`src/rtl/register_file.sv`:
```
// 16 x 16-bit general-purpose register file. It has one synchronous write port and two
// combinational read ports, and it does not bypass writes to the read ports.
module register_file #(
  parameter int DATA_WIDTH = 16,
  parameter int ADDR_WIDTH = 4
) (
  input  logic                  clk,
  input  logic                  rst,
  input  logic                  reg_write_en,
  input  logic [ADDR_WIDTH-1:0] reg_write_dest,
  input  logic [DATA_WIDTH-1:0] reg_write_data,
  input  logic [ADDR_WIDTH-1:0] reg_read_addr_1,
  output logic [DATA_WIDTH-1:0] reg_read_data_1,
  input  logic [ADDR_WIDTH-1:0] reg_read_addr_2,
  output logic [DATA_WIDTH-1:0] reg_read_data_2
);

  localparam int unsigned NUM_REGS = 2 ** ADDR_WIDTH;

  logic [DATA_WIDTH-1:0] regs_q [NUM_REGS];
  logic [DATA_WIDTH-1:0] regs_d [NUM_REGS];

  always_comb begin
    regs_d = regs_q;
    if (reg_write_en) begin
      regs_d[reg_write_dest] = reg_write_data;
    end
  end

  // Active-low rst clears every entry asynchronously and also discards any pending write.
  always_ff @(posedge clk or negedge rst) begin
    if (!rst) begin
      for (int unsigned i = 0; i < NUM_REGS; i++) begin
        regs_q[i] <= '0;
      end
    end else begin
      regs_q <= regs_d;
    end
  end

  always_comb begin
    reg_read_data_1 = regs_q[reg_read_addr_1];
    reg_read_data_2 = regs_q[reg_read_addr_2];
  end

endmodule

```
`config.mk`:
```
export PLATFORM = sky130hd
export DESIGN_NAME = register_file
export DESIGN_NICKNAME = d
export VERILOG_FILES = /design/src/rtl/register_file.sv
export SDC_FILE = /design/constraint.sdc
export NUM_CORES = 1
export LEC_CHECK = 0
export CORE_MARGIN = 2
export CORE_UTILIZATION = 60
export CTS_CLUSTER_DIAMETER = 40
export DETAILED_ROUTE_END_ITERATION = 10
export DONT_BUFFER_PORTS = 1
export PLACE_DENSITY = 0.84
export SKIP_LAST_GASP = 1
export SYNTH_ARGS = -nofsm -noshare
export SYNTH_HDL_FRONTEND = slang
export SYNTH_SLANG_ARGS = --single-unit
```
`constraint.sdc`:
```
create_clock -name clk -period 5.12 [get_ports clk]
set_input_delay 0.768 -clock clk [delete_from_list [all_inputs] [get_ports clk]]
set_output_delay 0.768 -clock clk [all_outputs]
set_load 0.01 [all_outputs]
```
**Word level (Yosys, flattened, before mapping)**

Index checks and enable logic that the tools add are counted.

- Flip-flop bits (word level): 256
- Output and inout bits: 32
- Logic and storage cells: 33

- Order comparisons: 4
- Muxes and demuxes: 9
- Bitwise operators: 3
- Reduce and logical (&&, ||, !) cells: 1

Operators by type and width:

| cell | number |
|---|---|
| bitwise mux 256 bit | 1 |
| binary-select mux 16 bit (select 4 bit) | 2 |
| 2-to-1 mux 16 bit | 5 |
| demux 16 bit (select 4 bit) | 1 |
| greater-or-equal comparator 5 bit (second input constant) | 3 |
| inverter 4 -> 5 bit | 3 |
| less-than comparator 5 x 1 -> 1 bit (second input constant) | 1 |
| logical AND 1 bit | 1 |

**Depth between registers and ports, before layout**

- Depth after elaboration: 6
- Mapped depth: 6

**Least setup slack after synthesis**

Ideal clock, no wire load.

- Path kind: input-to-output
- From: input reg_read_addr_1[0]
- To: output reg_read_data_1[10]
- Arrival time: 2.090 ns
- Data required time: 4.352 ns
- Setup slack: 2.262 ns
- Stages on the path: 5
- Path buffers: 2
- Path through: buf_2 -> buf_2 -> mux4_2 -> a22oi_1 -> nand2_1

- Cells in the longest elaborated chain, start to end: 4

RTL lines:

| what | line | text |
|---|---|---|
| start: declaration | 12 | `input logic [ADDR_WIDTH-1:0] reg_read_addr_1,` |
| inverter 4 -> 5 bit (implied by the code) | 42 | `reg_read_data_1 = regs_q[reg_read_addr_1];` |
| binary-select mux 16 bit (select 4 bit) | 42 |  |
| 2-to-1 mux 16 bit (implied by the code) (2 in a row) | 42 |  |
| end: declaration | 13 | `output logic [DATA_WIDTH-1:0] reg_read_data_1,` |

No other way between the ends. The select of a mux whose other input is x is not followed.

**Worst setup path after layout**

- From: input reg_read_addr_2[3]
- To: output reg_read_data_2[6]

- Cells in the longest elaborated chain, start to end: 4

RTL lines:

| what | line | text |
|---|---|---|
| start: declaration | 14 | `input logic [ADDR_WIDTH-1:0] reg_read_addr_2,` |
| inverter 4 -> 5 bit (implied by the code) | 43 | `reg_read_data_2 = regs_q[reg_read_addr_2];` |
| binary-select mux 16 bit (select 4 bit) | 43 |  |
| 2-to-1 mux 16 bit (implied by the code) (2 in a row) | 43 |  |
| end: declaration | 15 | `output logic [DATA_WIDTH-1:0] reg_read_data_2` |

No other way between the ends. The select of a mux whose other input is x is not followed.

==> impl_metrics.yaml <==
sta:
  final-hold-violation-count: 48
  fin_crit_ns: 3.12
  clock_skew_ns: 0
  fin_tns_setup_ns: 0
  worst_hold_slack_ns: -0.0319
  relSlewSlack_pct: 13.2
  rsz0062_at_grt: "no"
  post-route-period-util_pct: 60.9
  maxSlewViolCount: 0
  worst_slew_pin_slew_ns: 1.30
  worst_slack_ns: 2.00
  fmax_mhz: 321
  setup_viol: 0
global_routing:
  first_global_vias: 8974
  grt_usage_pct: 30.3
  grt_overflow: 0
  antenna_found_initial: 0
  grt_max_degree: 257
  grt_pass1_wl_mm: 53.9
job:
  drv_cap: 0
drt:
  drt_iter0_drc: 638
  routedWlPerCell_um: 30.7
  dr.pass1.iters: 5
  num_vias: 8223
  drc: 0
  viasPerCell: 7.34
  wirelength_mm: 34.4
  antenna_left: 0
placement:
  place_inst: 1058
  place_hpwl_mm: 20.4
  gp_congestion: 0.781
  pre_cts_slack_ns: 2.08
  port_buffers: 0
clock_tree:
  cts_root_buf: "clkbuf_16"
  cts_max_level: 2
  cts-buffers-inserted: 36
  cts_buffer_depth: 3
  insertion_delay_ns: 0.50
  cts_tree: "built"
  post_cts_resize_count: 0
  clk_pin_slew_ns: 0.06
  post_cts_buffers: 0
  clock_sinks: 256
yosys:
  synth_warnings: 0
  synth_seq_cells: 256
  synth_top_area_cell: "dfrtp_1"
  post_synth_instance_area_mm2: 0.0135
  synth_nets: 880
  yosysUniqueCellTypes: 24
  ys_seq_area_share_pct: 47.6
  syn-instance-count: 849
  syn_avg_cell_area_um2: 15.9
  synth_top_cell_area_share_pct: 47.6
  synthTopCellsByArea: "dfrtp_1 48%, mux4_2 21%, mux2_2 20%"
finish:
  reg_top3: "regs_q (256)"
  final_cell_mix: "256 x dfrtp_1, 245 x mux2_2, 128 x mux4_2"
  final_common_cell: "dfrtp_1"
  fill_cells: 1351
  regMostFlops: "regs_q"
  largest_register_ffs: 256
  drive_gt1_share_pct: 56.1
  nNetsFinal: 847
  area_delta_synth_final_pct: 9.30
  diodes: 0
  finalNonFillerCells: 1120
setup_path:
  crit_arrival_ns: 2.35
  ff2ff_setup_slack_ns: 4.31
  crit_type: "in2out"
  timing.rr.end: "regs_q[154]"
  cp.required_ns: 4.35
  cp_max_fo: 16
  end_kind: "primary output"
  r2r_start: "regs_q[154]"
  r2r_cells: 1
  start_kind: "input pin"
pwr:
  power.density_mw_per_mm2: 447
  vdd_drop_max_v: 0.000249
  p_leak_nw: 6.06
floorplan:
  rows: 54
  io_pins: 63
  core_mm2: 0.0220
  fp.dieH_um: 154
  die_area_mm2: 0.0237
  initial_core_util_pct: 61.3
  fp.dieW_um: 154
min_path:
  hp-class: "in2async"
status:
  violations: "negative hold slack"
  run_status: "finished with violations"
-- power breakdown --
part	total [mW]	switching [mW]	leakage, nW	internal (mW)
registers	2.86	0.358	3.14	2.50
logic	1.25	0.423	2.35	0.829
clock network	2.47	0.912	0.572	1.56
total	6.58	1.69	6.06	4.89
-- synth_stat cells --
library cell	count
buf_4	6
mux4_2	128
nor4_4	1
clkbuf_1	38
or3_1	2
nor2_1	4
buf_8	1
dfrtp_1	256
buf_2	23
or4_4	1
mux2_4	11
nand2_1	34
nand3_1	2
nor2b_1	4
buf_1	6
mux2_2	245
buf_6	6
and2_1	2
nor3_2	6
nand2b_4	2
a22oi_1	64
nand3b_1	2
nor2_2	4
nand2b_1	1
-- worst max-delay path by stage --
stage / start / end / depth (start not counted) / slack [ns]
final: reg_read_addr_2[3] / reg_read_data_2[6] / 3 / 2.00
after global routing: reg_read_addr_2[3] / reg_read_data_2[6] / 3 / 2.03
after CTS: reg_read_addr_2[3] / reg_read_data_2[6] / 3 / 2.10
after detailed placement: reg_read_addr_2[3] / reg_read_data_2[6] / 3 / 2.08
after global placement: reg_read_addr_2[3] / reg_read_data_2[6] / 3 / 2.18
after floorplan: reg_read_addr_1[0] / reg_read_data_1[10] / 5 / 2.26
-- metrics by stage --
step | util (%) | total power [mW] | hold slack, ns | instance area, µm²
floorplan | - | 3.85 | 0.472 | 13500
global placement | 61.7 | 3.98 | 0.482 | 13500
detailed placement | 61.7 | 4.11 | 0.483 | 13500
CTS | 67.0 | 6.57 | -0.0403 | 14700
global route | 67.0 | 6.81 | -0.0458 | 14700
finish | 67.0 | 6.58 | -0.0319 | 14700
-- per-layer routing --
layer	share of wire, %	global-route usage (%)	wire [µm]
met1	36	37.4	12500
met2	50	48.7	17100
met3	8.1	8.46	2800
met4	6.0	17.0	2060
met5	0	0	0
-- final cells by class --
type | count | area, µm² | share of cell area [%]
multi-input cells | 513 | 6710 | 45.6
flip-flops and latches | 256 | 6410 | 43.5
clock inverters | 17 | 209 | 1.42
well taps | 280 | 350 | 2.38
clock buffers | 45 | 976 | 6.63
repair buffers | 9 | 67.6 | 0.459
-- worst max-delay path, stage by stage --
cell and delay (ns):
nor2b_2 0.99, a22oi_1 0.28, nand2_1 0.30
-- kinds of logic (layout without fill, tap and decap cells) --
family / Yosys count / count (layout) / share of synthesized area [%]
compound gates: 64 / 64 / 3.57
buf+inv: 80 / 71 / 3.03
flops: 256 / 256 / 47.6
mux: 384 / 384 / 43.1
simple gates: 65 / 65 / 2.74
No activity file was read; power rests on OpenSTA's default activity.
